File: src/rtl/mca_sequencer.sv
// mca_sequencer: epoch start strobe, one-frame-per-epoch admission and sample capture for the multi-cycle adder tree
module mca_sequencer #(
  parameter int WIDTH_COEFFICIENT = 32,
  parameter int NUM_ADDITIONS = 16,
  parameter int NUM_STAGES = 3
) (
  input  logic                         clk,
  input  logic                         resetn,
  input  logic                         enable,
  input  logic                         frame_valid,
  output logic                         frame_ready,
  output logic                         mca_start,
  input  logic [WIDTH_COEFFICIENT-1:0] sample_in,
  output logic [WIDTH_COEFFICIENT-1:0] sample_out,
  output logic                         sample_valid,
  input  logic                         sample_ready,
  output logic                         overrun,
  input  logic                         clear_overrun,
  output logic                         busy
);
  localparam int EW = $clog2(NUM_ADDITIONS);
  localparam logic [EW-1:0] LAST = EW'(NUM_ADDITIONS - 1);
  typedef enum logic [1:0] {IDLE, RUN, DRAIN} state_t;
  state_t state;
  logic [EW-1:0] epoch, epoch_next;
  logic [NUM_STAGES-1:0] tok, tok_next;
  logic admitted, capture, overrun_set;
  always_comb begin
    busy = state != IDLE;
    mca_start = busy && epoch == '0;
    frame_ready = state == RUN && epoch == '0;
    admitted = frame_valid && frame_ready;
    tok_next = {tok[NUM_STAGES-2:0], admitted};
    capture = mca_start && tok[NUM_STAGES-1];
    overrun_set = capture && sample_valid && !sample_ready;
    epoch_next = epoch == LAST ? '0 : epoch + EW'(1);
  end
  always_ff @(posedge clk or negedge resetn)
    if (!resetn) begin
      state <= IDLE;
      epoch <= '0;
      tok <= '0;
    end else begin
      if (mca_start) tok <= tok_next;
      if (state == IDLE) begin
        state <= enable ? RUN : IDLE;
      end else if (!enable && state == DRAIN && mca_start && tok_next == '0) begin
        state <= IDLE;
        epoch <= '0;
      end else begin
        state <= enable ? RUN : DRAIN;
        epoch <= epoch_next;
      end
    end
  always_ff @(posedge clk or negedge resetn)
    if (!resetn) begin
      sample_out <= '0;
      sample_valid <= 1'b0;
      overrun <= 1'b0;
    end else begin
      if (capture) begin
        sample_out <= sample_in;
        sample_valid <= 1'b1;
      end else if (sample_ready) begin
        sample_valid <= 1'b0;
      end
      overrun <= overrun_set || (overrun && !clear_overrun);
    end
endmodule

File: config.mk
export PLATFORM = sky130hd
export DESIGN_NAME = mca_sequencer
export DESIGN_NICKNAME = d
export VERILOG_FILES = /design/src/rtl/mca_sequencer.sv
export SDC_FILE = /design/constraint.sdc
export NUM_CORES = 1
export LEC_CHECK = 0
export ABC_AREA = 1
export CORE_ASPECT_RATIO = 1.1
export CORE_MARGIN = 8
export CORE_UTILIZATION = 35
export CTS_BUF_LIST = sky130_fd_sc_hd__clkbuf_8
export DETAILED_ROUTE_END_ITERATION = 16
export DONT_BUFFER_PORTS = 1
export HOLD_SLACK_MARGIN = 0.05
export PLACE_DENSITY_LB_ADDON = 0.2
export SKIP_CTS_REPAIR_TIMING = 1
export SYNTH_ARGS = -nofsm -noshare
export SYNTH_HDL_FRONTEND = slang
export SYNTH_SLANG_ARGS = --single-unit
export TNS_END_PERCENT = 5
File: constraint.sdc
create_clock -name clk -period 2.1 [get_ports clk]
set_input_delay 0.42 -clock clk [delete_from_list [all_inputs] [get_ports clk]]
set_output_delay 0.42 -clock clk [all_outputs]
set_load 0.01 [all_outputs]
==> metrics.csv, run 1 <==
stage;metric;value;unit
critical_path;CP max FO;5;
critical_path;CP Class;flop to output pin;
grt;GRT Total Usage;11.28;%
status;outcome;finished clean;
clock_network;TritonCTS Sinks;43;
timing;worst-case hold slack;152.2;ps
layout;nets;244;
synthesis;Ys Warns;0;
timing;final setup TNS;0;ps
timing;Setup Skew;3.586;ps
grt;aggregate global routing overflow;0;
clock_network;CTS root buf;clkbuf_8;
place;HPWL after DPL;2.976;mm
timing;final count of hold timing violations;0;
timing;Slew Limit Fails;0;
power;PwrDens;1452;nW/µm²
place;RePlAce Congestion;0.7368;
drt;Via Count;1296;
layout;register area;1076;µm²
layout;Layout area overhead;9.833;%
critical_path;crit start category;flop;
timing;Tightest Pin Transition;480.3;ps
timing;crit share post-route;87.37;%
critical_path;CP Cell Sequence;inv_1, ha_1, nand2_2, nor3_1;
drt;WL per Instance;16.46;µm
drt;drc violations;0;
timing;unrepaired setup endpoints after global routing;false;
place;Port Buf Inserts;0;
timing;# setup viols final;0;
clock_network;clock tree buffer depth;2;
drt;antenna-violating nets left;0;
die;IO Pins;75;
layout;fraction of final layout cells sized beyond drive strength 1;12.68;%
clock_network;CTS tree;built;
synthesis;post-synth cell types;21;
job;Max Cap Viol;0;
grt;vias in the first global route;1295;
die;CORE AREA;5255;µm²
hold_path;min-delay src;enable;
layout;commonest non-fill, non-tap cell in the layout;nand2_1;
drt;first-pass detailed-route iteration total;4;
drt;Routed WL;4.363;mm
hold_path;worst hold stages;0;
timing;post-layout min period;1835;ps
synthesis;mapped cell area;1871;µm²
synthesis;Mean Syn Cell Area;9.169;µm²
layout;ant diodes;0;
clock_network;htree depth;2;
critical_path;critical path endpoint category;output pin;
drt;1st-iter DRT viols;63;
power;Static Leak;0.001021;µW
critical_path;R2R setup slack;520;ps
die;die height;92.68;µm
synthesis;Seq/Total Area, Yosys;57.53;%
die;die area;7943;µm²
drt;vias per inst;4.891;
power;Max VDD drop;0.5384;mV
grt;busiest grt layer;met2;
timing;slack of the critical path;265.3;ps
layout;FILL cells;533;
synthesis;Syn Inst Count;204;
critical_path;CP arrival;1410;ps
grt;GRT met3 Usage;3.543;%
critical_path;worst r2r path cells;7;
grt;largest net degree at the start of global routing;44;
synthesis;Yosys reg bits;43;
place;pre-CTS WS;518.4;ps
grt;first-pass GRT wire length;6.989;mm
timing;slew margin rel.;67.73;%
critical_path;reg-to-reg critical path startpoint;epoch[0]$_DFFE_PN0N_;
layout;Multi-input gate area;663.1;µm²
critical_path;crit-path max cell delay;420;ps
clock_network;worst skew pair latency;290;ps
clock_network;clk slew on worst S/H paths;80;ps
layout;Final Util;39.10;%
timing;Fmax;545.1;MHz
grt;initial antenna violation count;0;
synthesis;Synthesized Nets;244;
layout;commonest non-fill, non-tap cells in the layout;nand2_1 (84), dfrtp_1 (43), nand3_1 (27);
die;Cell Rows;28;
die;starting density of the core;35.60;%
critical_path;slowest stage cell, crit path;dfrtp_1;
grt;met1 usage;13.08;%
critical_path;Reg-to-Reg End;overrun$_DFF_PN0_;
critical_path;CP Data Required Time;1680;ps
clock_network;cts bufs inserted;5;
die;DIE WIDTH;85.71;µm
hold_path;Endpoint, Worst Hold;state[0]$_DFF_PN0_;
grt;met2 Use GR;18.77;%
hold_path;Hold Path Class;input port to flop;
[critical path: cells and delay by family, from the launching register on]
kind	cells	cell delay, ps
AND/OR/NAND/NOR	2	470
flip-flops	1	420
adder cells (fa/ha/maj)	1	150
buffers and inverters	1	90
[worst max path at each step]
stage / cells past startpoint / slack, ps / start / to
floorplan: 6 / 620 / epoch[0]$_DFFE_PN0N_ / mca_start
global placement: 8 / 540 / epoch[0]$_DFFE_PN0N_ / sample_out[0]$_DFFE_PN0P_
detailed placement: 8 / 520 / epoch[0]$_DFFE_PN0N_ / sample_out[1]$_DFFE_PN0P_
CTS: 4 / 220 / epoch[0]$_DFFE_PN0N_ / frame_ready
global route: 4 / 120 / epoch[0]$_DFFE_PN0N_ / frame_ready
finish: 4 / 270 / epoch[0]$_DFFE_PN0N_ / frame_ready
[state kept, by name, indices dropped and copies added (netlist names)]
register	count
sample_out	32
epoch	4
tok	3
state	2
overrun	1
sample_valid	1
[routing by layer]
metal / wire length, µm / vias to the layer above
met2: 2236 / 36
met3: 265 / 5
met5: 0 / -
li1: - / 641
met1: 1792 / 614
met4: 70 / 0
[stage by stage]
stage / std cells / total power, µW / instance area, µm²
final: 265 / 2983 / 2054
after global routing: 265 / 3218 / 2054
after CTS: 263 / 3030 / 2017
after detailed placement: 255 / 2350 / 1899
after global placement: 255 / 2336 / 1899
after floorplan: 204 / 2171 / 1871
[final cells by class]
cell class              count  area share (%)
flip-flops and latches     43           52.38
repair buffers              5           4.141
clock buffers               6           4.019
well taps                  60           3.654
multi-input cells         139           32.28
inverters                  10           1.827
clock inverters             2           1.705
[cells in the mapped netlist]
cell type / n / area share [%]
nand2_1: 84 / 17
buf_2: 5 / 1.3
nor3_1: 1 / 0.27
ha_1: 2 / 1.3
o22ai_1: 1 / 0.33
nor2_1: 4 / 0.80
nor2_2: 2 / 0.67
xor2_1: 1 / 0.47
inv_1: 10 / 2.0
nand3_2: 9 / 4.8
o21ai_0: 3 / 0.80
nand4_1: 1 / 0.33
buf_6: 3 / 1.8
nand3_1: 27 / 7.2
nand2_2: 2 / 0.67
buf_4: 1 / 0.40
buf_12: 1 / 1.1
nor2_4: 1 / 0.60
o21ai_1: 1 / 0.27
dfrtp_1: 43 / 58
clkbuf_1: 2 / 0.40
[logic make-up (layout without fill, tap and decap cells)]
| logic type | Yosys count | in the layout | synth area share (%) |
|---|---|---|---|
| simple gates | 131 | 131 | 32.24 |
| buf+inv | 22 | 23 | 7.024 |
| compound gates | 5 | 5 | 1.404 |
| flops | 43 | 43 | 57.52 |
| xor+xnor | 1 | 1 | 0.4683 |
| fa+ha+maj | 2 | 2 | 1.338 |
[report_power, final]
part           internal, µW  total (µW)  switching, µW
clock network           385         661            277
logic                   253         674            421
registers              1200        1650            446
total                  1840        2980           1140
Note: power is estimated with default switching activity, not from simulation.
==> inputs of run 2 (changes only) <==
--- a/config.mk
+++ b/config.mk
@@ -9,7 +9,7 @@
 export CORE_ASPECT_RATIO = 1.1
 export CORE_MARGIN = 8
 export CORE_UTILIZATION = 35
-export CTS_BUF_LIST = sky130_fd_sc_hd__clkbuf_8
+export CTS_BUF_LIST = sky130_fd_sc_hd__clkbuf_4 sky130_fd_sc_hd__clkbuf_8
 export DETAILED_ROUTE_END_ITERATION = 16
 export DONT_BUFFER_PORTS = 1
 export HOLD_SLACK_MARGIN = 0.05
==> results of run 2 <==
No change in the layout: final DEF, timing and power equal those of run 1.
